<file path="src/rtl/md_pkg.sv">
// rtl/md_pkg.sv - shared op codes, FSM encoding, request record and defaults for md_arbiter
package md_pkg;

    localparam int TIMEOUT_DEF = 15;

    localparam logic [3:0] OP_NOP   = 4'd0;
    localparam logic [3:0] OP_MULT  = 4'd1;
    localparam logic [3:0] OP_MULTU = 4'd2;
    localparam logic [3:0] OP_DIV   = 4'd3;
    localparam logic [3:0] OP_DIVU  = 4'd4;
    localparam logic [3:0] OP_MTHI  = 4'd5;
    localparam logic [3:0] OP_MTLO  = 4'd6;
    localparam logic [3:0] OP_MFHI  = 4'd7;
    localparam logic [3:0] OP_MFLO  = 4'd8;

    localparam logic [1:0] ST_IDLE  = 2'd0;
    localparam logic [1:0] ST_ISSUE = 2'd1;
    localparam logic [1:0] ST_WAIT  = 2'd2;
    localparam logic [1:0] ST_RESP  = 2'd3;

    // Accepted request as held by the arbiter while it is in flight.
    typedef struct packed {
        logic [3:0]  op;
        logic [31:0] a;
        logic [31:0] b;
        logic        owner;
    } md_req_t;

    function automatic logic op_is_legal(input logic [3:0] op);
        return (op >= OP_MULT) && (op <= OP_MFLO);
    endfunction

    // Ops that make the unit go busy and must be waited on.
    function automatic logic op_uses_unit(input logic [3:0] op);
        return (op >= OP_MULT) && (op <= OP_DIVU);
    endfunction

endpackage

</file>
<file path="src/rtl/md_rr_arb.sv">
// rtl/md_rr_arb.sv - two-way round-robin grant with priority pointer
// Ports:
//   clk, reset   clock, asynchronous active-high reset (pointer -> requester 0)
//   req[1:0]     pending requests
//   advance      a grant was taken this cycle; pointer moves past the winner
//   grant[1:0]   one-hot (or zero) combinational grant
module md_rr_arb (
    input  logic       clk,
    input  logic       reset,
    input  logic [1:0] req,
    input  logic       advance,
    output logic [1:0] grant
);

    logic ptr_q;
    logic ptr_d;

    always_comb begin
        grant = req;
        if (req == 2'b11) begin
            grant = ptr_q ? 2'b10 : 2'b01;
        end
        ptr_d = ptr_q;
        // After any grant the other requester gets priority.
        if (advance) begin
            ptr_d = grant[0];
        end
    end

    always_ff @(posedge clk or posedge reset) begin
        if (reset) begin
            ptr_q <= 1'b0;
        end else begin
            ptr_q <= ptr_d;
        end
    end

endmodule

</file>
<file path="src/rtl/md_arbiter.sv">
// rtl/md_arbiter.sv - two-requester front end sharing one mult/div unit
// Ports:
//   clk, reset                        clock, asynchronous active-high reset
//   reqN_valid/op/a/b, reqN_ready     request handshake per requester (N = 0, 1)
//   reqN_done                         one-cycle completion pulse to the owner
//   rsp_hi, rsp_lo                    result captured when the response is formed
//   err                               sticky timeout flag
//   md_op, md_a, md_b                 one-cycle op issue to the unit (md_op 0 = no-op)
//   md_busy, md_hi, md_lo             unit status and HI/LO registers
module md_arbiter
    import md_pkg::*;
#(
    parameter int TIMEOUT = TIMEOUT_DEF
) (
    input  logic        clk,
    input  logic        reset,
    input  logic        req0_valid,
    input  logic [3:0]  req0_op,
    input  logic [31:0] req0_a,
    input  logic [31:0] req0_b,
    output logic        req0_ready,
    output logic        req0_done,
    input  logic        req1_valid,
    input  logic [3:0]  req1_op,
    input  logic [31:0] req1_a,
    input  logic [31:0] req1_b,
    output logic        req1_ready,
    output logic        req1_done,
    output logic [31:0] rsp_hi,
    output logic [31:0] rsp_lo,
    output logic        err,
    output logic [3:0]  md_op,
    output logic [31:0] md_a,
    output logic [31:0] md_b,
    input  logic        md_busy,
    input  logic [31:0] md_hi,
    input  logic [31:0] md_lo
);

    localparam int CW = $clog2(TIMEOUT + 1);

    logic [1:0]    state_q, state_d;
    md_req_t       cur_q, cur_d;
    logic [CW-1:0] cnt_q, cnt_d;
    logic          seen_busy_q, seen_busy_d;
    logic          err_q, err_d;
    logic [31:0]   rsp_hi_q, rsp_hi_d;
    logic [31:0]   rsp_lo_q, rsp_lo_d;

    logic [1:0] grant;
    logic       idle;
    logic       accept;

    // Reset also gates the combinational grant so nothing is accepted while it is held.
    assign idle   = (state_q == ST_IDLE) && !reset;
    assign accept = idle && (req0_valid || req1_valid);

    md_rr_arb u_rr_arb (
        .clk     (clk),
        .reset   (reset),
        .req     ({req1_valid, req0_valid}),
        .advance (accept),
        .grant   (grant)
    );

    always_comb begin
        state_d     = state_q;
        cur_d       = cur_q;
        cnt_d       = cnt_q;
        seen_busy_d = seen_busy_q;
        err_d       = err_q;
        rsp_hi_d    = rsp_hi_q;
        rsp_lo_d    = rsp_lo_q;

        case (state_q)
            ST_IDLE: begin
                if (accept) begin
                    cur_d.owner = grant[1];
                    cur_d.op    = grant[1] ? req1_op : req0_op;
                    cur_d.a     = grant[1] ? req1_a  : req0_a;
                    cur_d.b     = grant[1] ? req1_b  : req0_b;
                    state_d     = ST_ISSUE;
                end
            end
            ST_ISSUE: begin
                cnt_d       = '0;
                seen_busy_d = 1'b0;
                state_d     = op_uses_unit(cur_q.op) ? ST_WAIT : ST_RESP;
            end
            ST_WAIT: begin
                cnt_d = cnt_q + CW'(1);
                if (md_busy) begin
                    seen_busy_d = 1'b1;
                end
                // A normal finish on the last allowed cycle wins over the timeout.
                if (seen_busy_q && !md_busy) begin
                    state_d = ST_RESP;
                end else if (cnt_q == CW'(TIMEOUT - 1)) begin
                    state_d = ST_RESP;
                    err_d   = 1'b1;
                end
            end
            ST_RESP: begin
                state_d = ST_IDLE;
            end
            default: begin
                state_d = ST_IDLE;
            end
        endcase

        if ((state_q != ST_RESP) && (state_d == ST_RESP)) begin
            rsp_hi_d = md_hi;
            rsp_lo_d = md_lo;
        end
    end

    always_ff @(posedge clk or posedge reset) begin
        if (reset) begin
            state_q     <= ST_IDLE;
            cur_q       <= '0;
            cnt_q       <= '0;
            seen_busy_q <= 1'b0;
            err_q       <= 1'b0;
            rsp_hi_q    <= '0;
            rsp_lo_q    <= '0;
        end else begin
            state_q     <= state_d;
            cur_q       <= cur_d;
            cnt_q       <= cnt_d;
            seen_busy_q <= seen_busy_d;
            err_q       <= err_d;
            rsp_hi_q    <= rsp_hi_d;
            rsp_lo_q    <= rsp_lo_d;
        end
    end

    assign req0_ready = idle && grant[0];
    assign req1_ready = idle && grant[1];
    assign req0_done  = (state_q == ST_RESP) && !cur_q.owner;
    assign req1_done  = (state_q == ST_RESP) &&  cur_q.owner;
    assign rsp_hi     = rsp_hi_q;
    assign rsp_lo     = rsp_lo_q;
    assign err        = err_q;

    // Illegal ops pass through the FSM without touching the unit.
    assign md_op = ((state_q == ST_ISSUE) && op_is_legal(cur_q.op)) ? cur_q.op : OP_NOP;
    assign md_a  = cur_q.a;
    assign md_b  = cur_q.b;

endmodule

</file>
<file path="config.mk">
export PLATFORM = sky130hd
export DESIGN_NAME = md_arbiter
export DESIGN_NICKNAME = d
export VERILOG_FILES = /design/src/rtl/md_pkg.sv /design/src/rtl/md_rr_arb.sv /design/src/rtl/md_arbiter.sv
export SDC_FILE = /design/constraint.sdc
export NUM_CORES = 1
export LEC_CHECK = 0
export ABC_AREA = 0
export ABC_CLOCK_PERIOD_IN_PS = 7700
export CAP_MARGIN = 15
export CORE_MARGIN = 5
export CORE_UTILIZATION = 35
export CTS_BUF_LIST = sky130_fd_sc_hd__clkbuf_4
export DETAILED_ROUTE_END_ITERATION = 6
export PLACE_DENSITY_LB_ADDON = 0.3
export SYNTH_ARGS = -nofsm -noshare
export SYNTH_HDL_FRONTEND = slang
export SYNTH_HIERARCHICAL = 1
export SYNTH_SLANG_ARGS = --single-unit
export TNS_END_PERCENT = 20
</file>
<file path="constraint.sdc">
create_clock -name clk -period 7.7 [get_ports clk]
set_clock_uncertainty 0.15 [all_clocks]
set_input_delay 1.54 -clock clk [delete_from_list [all_inputs] [get_ports clk]]
set_output_delay 1.54 -clock clk [all_outputs]
set_load 0.02 [all_outputs]
</file>
## Word-level counts from Yosys, hierarchy flattened

Index checks and enable logic that the tools add are counted.

- Word-level logic and storage cells: 58
- Output and inout port bits: 137
- Bits in registers: 142
- Input bits: 205

- Reductions and logical operators: 20
- Equal/unequal tests: 8
- Bitwise gates (word level): 1
- Mux-type cells: 14
- Add/sub/neg operators: 1
- Order comparisons: 3

Operator list:

| kind | count |
|---|---|
| $mux 32 | 2 |
| $logic_and 1x1->1 | 11 |
| $mux 2 | 5 |
| $eq 2x2->1 const B | 4 |
| $mux 4 | 2 |
| $pmux 2 s4 | 1 |
| $pmux 4 s2 | 1 |
| $add 4x1->4 const B | 1 |
| $eq 4x4->1 const B | 1 |
| $ge 4x1->1 const B | 1 |
| $le 4x3->1 const B | 1 |
| $le 4x4->1 const B | 1 |
| $ne 2x2->1 const B | 2 |
| $reduce_and 2->1 | 2 |
| $logic_not 1->1 | 3 |
| $reduce_and 3->1 | 1 |
| $eq 2x1->1 const B | 1 |
| $logic_not 2->1 | 1 |
| $mux 1 | 2 |
| $pmux 1 s2 | 1 |
| $reduce_bool 2->1 | 1 |
| $logic_or 1x1->1 | 1 |
| $not 1->1 | 1 |

## Logic depth before layout (Yosys ltp)

Gate-level depths: netlist of the first run.

- Depth in word-level cells: 7
- Gate-level depth with buffers: 8
- Depth with buffers taken out: 6

## Modules after synthesis

Netlist of the first run, hierarchy kept.

By module, submodules not included:

| module | cells each | seq. area each (um^2) | instances | area each (um^2) |
|---|---|---|---|---|
| md_arbiter | 558 | 3528.4 | 1 | 6546.3 |
| md_rr_arb | 6 | 25.0 | 1 | 66.3 |

## Least setup slack after synthesis of the first run

No wires, ideal clock.

- Path kind: in2out
- Start: input reset
- End: output req0_ready
- Arrival: 5.105 ns
- Cell stages on the path: 2
- Setup slack: 0.905 ns
- Buffers on the path: 0
- Data required time: 6.010 ns
- Path through: inv_1 > and3_1

- Cells in the longest elaborated chain, start to end: 3

Ends and longest elaborated chain:

| item | line | text |
|---|---|---|
| start, declared | md_arbiter.sv:16 | `input logic reset,` |
| $logic_not 1->1 (no line) | - |  |
| $logic_and 1x1->1 | md_arbiter.sv:55 | `assign idle = (state_q == ST_IDLE) && !reset;` |
| $logic_and 1x1->1 | md_arbiter.sv:137 | `assign req0_ready = idle && grant[0];` |
| end, declared | md_arbiter.sv:21 | `output logic req0_ready,` |

No other way between the ends.

## Worst setup path after layout of the first run

- Start: input reset
- End: output req1_ready

- Cells in the longest elaborated chain, start to end: 3

Ends and longest elaborated chain:

| item | line | text |
|---|---|---|
| $logic_not 1->1 (no line) | - |  |
| $logic_and 1x1->1 | md_arbiter.sv:55 |  |
| $logic_and 1x1->1 | md_arbiter.sv:138 | `assign req1_ready = idle && grant[1];` |
| end, declared | md_arbiter.sv:27 | `output logic req1_ready,` |

No other way between the ends.

==> metrics.yaml, run 1 <==
rsz0062_at_grt: "no"
power.combinational.fraction_pct: 55.3
cts-root-buf: "sky130_fd_sc_hd__clkbuf_4"
netlist_area_um2: 6613
num_rows: 50
timing.critical_path.mode_cell: "sky130_fd_sc_hd__clkdlybuf4s50_1"
syn2layout_area_growth_pct: 51.31
hold_start: "err$_DFFE_PP0P_"
timing.final.ws_setup_ns: 2.598
grt_overflow: 0
chipHeight_um: 147.5
rr_startpoint: "state_q[0]$_DFF_PP0_"
stdcell_count: 1081
first_global_vias: 5169
critical_path.endpoint_type: "output pin"
syn_avg_cell_area_um2: 11.72
post_placement_worst_setup_slack_ns: 2.476
post-cts-setup-buffers: 0
yosys_warnings: 6
vias: 4883
dr.first_iter.drc_count: 80
arrival_time_of_the_worst_setup_path_ns: 3.41
initial_core_util_pct: 35.47
nNetsFinal: 1045
final-max-slew-violation-count: 0
synth.lib_cells_used.distinct: 34
tritoncts: "yes"
drv_cap: 0
min_period_over_period_pct: 66.26
initial_antenna_violation_count: 1
startpoint: "reset"
timing_worst_slew_pin_value_ns: 1.071
chipWidth_um: 147.5
cts_hold_buffers: 0
clock_tree.buffer_depth: 2
power.share.clock_pct: 11.9
synth-seq-area-share_pct: 53.74
design_power_total_uw: 3991
grt_max_degree: 96
cp_data_required_time_ns: 6.01
first_pass_grt_wire_length_um: 27930
timing.setup.tns_ns: 0
number_of_search_and_repair_iterations_in_the_first_detailed_routing_pass: 6
crit_family: "buffers and inverters"
place.detailed.hpwl_um: 13660
timing.critical_path.from_type: "input pin"
power.density_cell_area_nw_per_um2: 398.8
ir_drop_uv: 239.2
synthCells: 564
core_region_area_um2: 18640
critical_path.n_buffers_inverters: 3
internal_power_component_uw: 2395
numClockSinks: 142
critical-path-slowest-cell: "sky130_fd_sc_hd__clkdlybuf4s50_1"
drc_errors: 0
floorplan.io_pins: 342
die_area_um2: 21740
switchingPower_uw: 1595
final_hold_viol_count: 0
mappedNetlistNets: 776
wl_per_cell_um: 16.68
total_wire_length_after_detailed_routing_um: 18030
vias_per_cell: 4.517
io_buffer_count: 341
synth-seq-cells: 142
cp_cell_sequence: "clkdlybuf4s50_1, inv_6, and3_1, clkdlybuf4s50_1"
critPathMaxFanout: 81
worstHoldPathType: "register to register"
cts_inserted_buffers: 17
ant_nets: 0
crit_type: "input pin to output pin"
drive_above_1_share_pct: 11.47
setup_viol: 0
htreeDepth: 4
clock_pin_slew_worst_setup_and_hold_paths_ns: 0.14
total_leakage_power_uw: 0.004155
place.gp.congestion: 0.7417
postCtsResizedCells: 0
worstSkewPairLatency_ns: 0.53
layout_min_cycle_time_ns: 5.102
grt_use_total_pct: 16.40
fmax_ghz: 0.1960
power.sequential.fraction_pct: 32.8
place.detailed.instances: 1048
timing.critical_path.slowest_cell_delay_ns: 0.60
slew_headroom_pct: 28.60
run_status: "complete, no violations"
sw_frac_of_total_pct: 39.97
## logic make-up (layout without fill, tap and decap cells)
group | count (synthesis) | in the layout | share of synthesized area, %
multiplexers | 135 | 135 | 21.74
AND/OR/NAND/NOR | 94 | 94 | 5.904
adder cells (fa/ha/maj) | 7 | 7 | 1.324
AO/OA/AOI/OAI | 83 | 83 | 7.058
buffers and inverters | 103 | 385 | 10.24
flip-flops | 142 | 142 | 53.74
other | 0 | 1 | 0
## cell type report
cell class,instances,area [um2]
clock buffers,18,135.1
diodes,1,2.502
multi-input cells,319,2401
fillers,1695,8637
inverters,8,35.03
well taps,234,292.8
repair buffers,345,3443
clock inverters,14,142.6
flip-flops and latches,142,3553
## stage by stage
step	area, um2	hold slack, ns	utilization, %
floorplan	6613	0.3242	-
global placement	9726	0.3176	52.17
detailed placement	9726	0.3194	52.17
CTS	10000	0.3592	53.66
global route	10010	0.3693	53.67
finish	10010	0.3454	53.67
## cell usage in the layout, fill, tap and decap left out, types with 2 or more instances in the layout
cell,count
sky130_fd_sc_hd__nor2_1,70
sky130_fd_sc_hd__a21oi_1,70
sky130_fd_sc_hd__inv_6,5
sky130_fd_sc_hd__inv_1,7
sky130_fd_sc_hd__and3_1,2
sky130_fd_sc_hd__nor2b_1,3
sky130_fd_sc_hd__nand2_1,7
sky130_fd_sc_hd__mux2_1,10
sky130_fd_sc_hd__clkdlybuf4s50_1,341
sky130_fd_sc_hd__and2_1,4
sky130_fd_sc_hd__mux2i_1,69
sky130_fd_sc_hd__ha_1,7
sky130_fd_sc_hd__nand3_1,3
sky130_fd_sc_hd__inv_8,5
sky130_fd_sc_hd__mux2_2,55
sky130_fd_sc_hd__buf_4,4
sky130_fd_sc_hd__nor3_1,2
sky130_fd_sc_hd__clkinv_4,4
sky130_fd_sc_hd__dfrtp_1,142
sky130_fd_sc_hd__o21ai_0,3
sky130_fd_sc_hd__clkbuf_4,18
## final timing paths
kind	end	slack, ns	cells after the start
worst max-delay path	req1_ready	2.60	4
worst min-delay path	err$_DFFE_PP0P_	0.35	1
worst max register to register	u_rr_arb/ptr_q$_DFFE_PP0P_	4.98	5
worst min register to register	err$_DFFE_PP0P_	0.35	1
max in group asynchronous	state_q[0]$_DFF_PP0_	4.69	3
min in group asynchronous	u_rr_arb/ptr_q$_DFFE_PP0P_	1.09	2
## power groups by stage
stage / clock network (uW) / registers (uW) / logic, uW
6_report: 473 / 1310 / 2210
5_1_grt: 538 / 1360 / 2370
4_1_cts: 504 / 1310 / 2250
3_5_place_dp: 0 / 1330 / 2240
3_3_place_gp: 0 / 1310 / 2230
2_1_floorplan: 0 / 1510 / 1300
## synth_stat cells
cell,n,share of area (%)
sky130_fd_sc_hd__a31oi_1,1,0.095
sky130_fd_sc_hd__and3_1,2,0.19
sky130_fd_sc_hd__a21o_1,1,0.11
sky130_fd_sc_hd__o21bai_1,1,0.11
sky130_fd_sc_hd__nor4_1,1,0.095
sky130_fd_sc_hd__o31a_1,1,0.13
sky130_fd_sc_hd__o221ai_4,1,0.40
sky130_fd_sc_hd__nor3_1,2,0.15
sky130_fd_sc_hd__and2_1,4,0.38
sky130_fd_sc_hd__nor2_1,70,4.0
sky130_fd_sc_hd__dfrtp_1,142,54
sky130_fd_sc_hd__nand2b_1,1,0.095
sky130_fd_sc_hd__a21oi_1,70,5.3
sky130_fd_sc_hd__nand3b_1,1,0.11
sky130_fd_sc_hd__buf_1,3,0.17
sky130_fd_sc_hd__mux2_2,55,9.4
sky130_fd_sc_hd__nand3_1,3,0.23
sky130_fd_sc_hd__ha_1,7,1.3
sky130_fd_sc_hd__nor2b_1,3,0.28
sky130_fd_sc_hd__buf_4,64,7.3
sky130_fd_sc_hd__nand2_1,7,0.40
sky130_fd_sc_hd__buf_6,6,1.0
sky130_fd_sc_hd__buf_2,4,0.30
sky130_fd_sc_hd__o21ai_0,3,0.23
sky130_fd_sc_hd__clkbuf_1,18,1.0
sky130_fd_sc_hd__mux2_1,10,1.7
sky130_fd_sc_hd__o211a_1,1,0.15
sky130_fd_sc_hd__a21boi_2,1,0.17
sky130_fd_sc_hd__a21boi_0,1,0.11
sky130_fd_sc_hd__o21a_1,1,0.11
sky130_fd_sc_hd__mux2i_1,69,10
sky130_fd_sc_hd__inv_1,8,0.45
sky130_fd_sc_hd__mux2_4,1,0.23
sky130_fd_sc_hd__o22a_1,1,0.13
## flip-flops by register name (all words and copies together) (netlist names)
register        cells
cnt_q               4
rsp_hi             32
err                 1
rsp_lo             32
md_a               32
md_b               32
state_q             2
cur_q               5
u_rr_arb/ptr_q      1
seen_busy_q         1
## routing by layer
| metal | wire [um] | global-route usage, % | up-vias |
|---|---|---|---|
| met3 | 2159 | 9.503 | 16 |
| li1 | - | - | 2405 |
| met1 | 6855 | 17.82 | 2253 |
| met2 | 8777 | 27.74 | 209 |
| met5 | 0 | 0 | - |
| met4 | 242 | 3.961 | 0 |
(Power assumes the default switching activity.)
==> run 2, diff against run 1 <==
--- a/config.mk
+++ b/config.mk
@@ -6,7 +6,7 @@
 export NUM_CORES = 1
 export LEC_CHECK = 0
 export ABC_AREA = 0
-export ABC_CLOCK_PERIOD_IN_PS = 7700
+export ABC_CLOCK_PERIOD_IN_PS = 5300
 export CAP_MARGIN = 15
 export CORE_MARGIN = 5
 export CORE_UTILIZATION = 35
==> constraint.sdc (replaced) <==
create_clock -name clk -period 5.3 [get_ports clk]
set_clock_uncertainty 0.15 [all_clocks]
set_input_delay 1.06 -clock clk [delete_from_list [all_inputs] [get_ports clk]]
set_output_delay 1.06 -clock clk [all_outputs]
set_load 0.02 [all_outputs]
==> metrics.yaml, run 2 (same netlist as run 1, synthesis figures left out) <==
ant_nets: 0
io_buffer_count: 341
core_region_area_um2: 18640
most-common-layout-cells: "sky130_fd_sc_hd__clkdlybuf4s50_1, sky130_fd_sc_hd__dfrtp_1, sky130_fd_sc_hd__nor2_1, sky130_fd_sc_hd__a21oi_1, sky130_fd_sc_hd__mux2i_1"
run_status: "complete, no violations"
vias: 4965
timing.final.ws_setup_ns: 1.481
cts_inserted_buffers: 17
postCtsResizedCells: 0
power.density_cell_area_nw_per_um2: 578.1
floorplan.io_pins: 342
timing.critical_path.from_type: "input pin"
worstSkewPairLatency_ns: 0.53
total_wire_length_after_detailed_routing_um: 18390
multi_input_comb_area_um2: 2401
crit_family: "buffers and inverters"
grt_use_total_pct: 16.77
grt_max_degree: 86
layout.filler_cells: 1631
ir_drop_uv: 337.3
post_placement_worst_setup_slack_ns: 1.485
clock_pin_slew_worst_setup_and_hold_paths_ns: 0.12
cp_depth: 4
grt_overflow: 0
wl_per_cell_um: 16.96
drive_above_1_share_pct: 11.67
power.combinational.fraction_pct: 55.2
die_area_um2: 21740
syn2layout_area_growth_pct: 51.60
timing.setup.tns_ns: 0
power.share.clock_pct: 12.1
power.sequential.fraction_pct: 32.8
critical_path.n_buffers_inverters: 2
cp_data_required_time_ns: 4.09
slew_headroom_pct: 38.08
cts-root-buf: "sky130_fd_sc_hd__clkbuf_4"
critPathMaxFanout: 3
place.detailed.hpwl_um: 13930
sw_frac_of_total_pct: 39.44
final_hold_viol_count: 0
worstHoldPathType: "register to register"
switchingPower_uw: 2286
fmax_ghz: 0.2618
rsz0062_at_grt: "no"
cts_hold_buffers: 0
number_of_search_and_repair_iterations_in_the_first_detailed_routing_pass: 4
dr.first_iter.drc_count: 146
post-cts-setup-buffers: 0
layout_min_cycle_time_ns: 3.819
timing_worst_slew_pin_value_ns: 0.9288
layout.area.seq_um2: 3553
cp_cell_sequence: "clkdlybuf4s50_1, a21boi_2, and3_1, clkdlybuf4s50_1"
num_rows: 50
critical-path-slowest-cell: "sky130_fd_sc_hd__clkdlybuf4s50_1"
total_leakage_power_uw: 0.004151
htreeDepth: 4
timing.critical_path.slowest_cell_delay_ns: 0.61
utilization_pct: 53.77
setup_viol: 0
numClockSinks: 142
drc_errors: 0
worst-r2r-cell-count: 7
arrival_time_of_the_worst_setup_path_ns: 2.61
final.hold.worst_slack_ns: 0.3565
min_delay_path_depth: 1
layout_commonest_cell: "sky130_fd_sc_hd__clkdlybuf4s50_1"
vias_per_cell: 4.580
timing.critical_path.mode_cell: "sky130_fd_sc_hd__clkdlybuf4s50_1"
initial_antenna_violation_count: 2
nNetsFinal: 1048
min_period_over_period_pct: 72.07
tritoncts: "yes"
place.gp.congestion: 0.7602
initial_core_util_pct: 35.47
drv_cap: 0
internal_power_component_uw: 3509
final-max-slew-violation-count: 0
first_pass_grt_wire_length_um: 28600
chipWidth_um: 147.5
first_global_vias: 5352
clock_tree.buffer_depth: 2
chipHeight_um: 147.5
crit_type: "input pin to output pin"
critical_path.endpoint_type: "output pin"
design_power_total_uw: 5795
run 2: through the flow:
| stage | instance area, um2 | std cells |
|---|---|---|
| after detailed placement | 9747 | 1051 |
| final | 10020 | 1084 |
| after CTS | 10020 | 1082 |
| after floorplan | 6616 | 564 |
| after global routing | 10020 | 1083 |
| after global placement | 9747 | 1051 |
run 2: layout make-up:
type / instances / area share, %
clock inverter: 14 / 1.448
inverter: 8 / 0.3370
antenna: 2 / 0.04993
sequential: 142 / 35.45
tap: 234 / 2.921
timing repair buffer: 348 / 34.57
multi-input combinational: 319 / 23.95
clock buffer: 17 / 1.273
run 2: power groups by stage:
stage / Clock [uW] / Sequential [uW] / Combinational (uW)
final: 700 / 1900 / 3200
after global routing: 773 / 1980 / 3440
after detailed placement: 0 / 1930 / 3250
after global placement: 0 / 1900 / 3220
after floorplan: 0 / 2200 / 1890
after CTS: 737 / 1910 / 3260
run 2: final timing paths:
| check | start | endpoint | slack [ns] |
|---|---|---|---|
| worst max register to register | state_q[0]$_DFF_PP0_ | rsp_hi[0]$_DFFE_PP0P_ | 2.69 |
| worst max-delay path | req0_valid | req0_ready | 1.48 |
| worst min-delay path | err$_DFFE_PP0P_ | err$_DFFE_PP0P_ | 0.36 |
| max in group asynchronous | reset | rsp_lo[0]$_DFFE_PP0P_ | 3.28 |
| min in group asynchronous | reset | u_rr_arb/ptr_q$_DFFE_PP0P_ | 0.57 |
| worst min register to register | err$_DFFE_PP0P_ | err$_DFFE_PP0P_ | 0.36 |
run 2: metal layers:
layer,share of wire (%),GRT usage [%],routed length [um],up-vias
li1,-,-,-,2420
met1,36,18.05,6684,2296
met5,0.038,0,7,-
met2,49,27.47,9019,220
met4,2.1,5.638,384,2
met3,12,10.12,2291,27
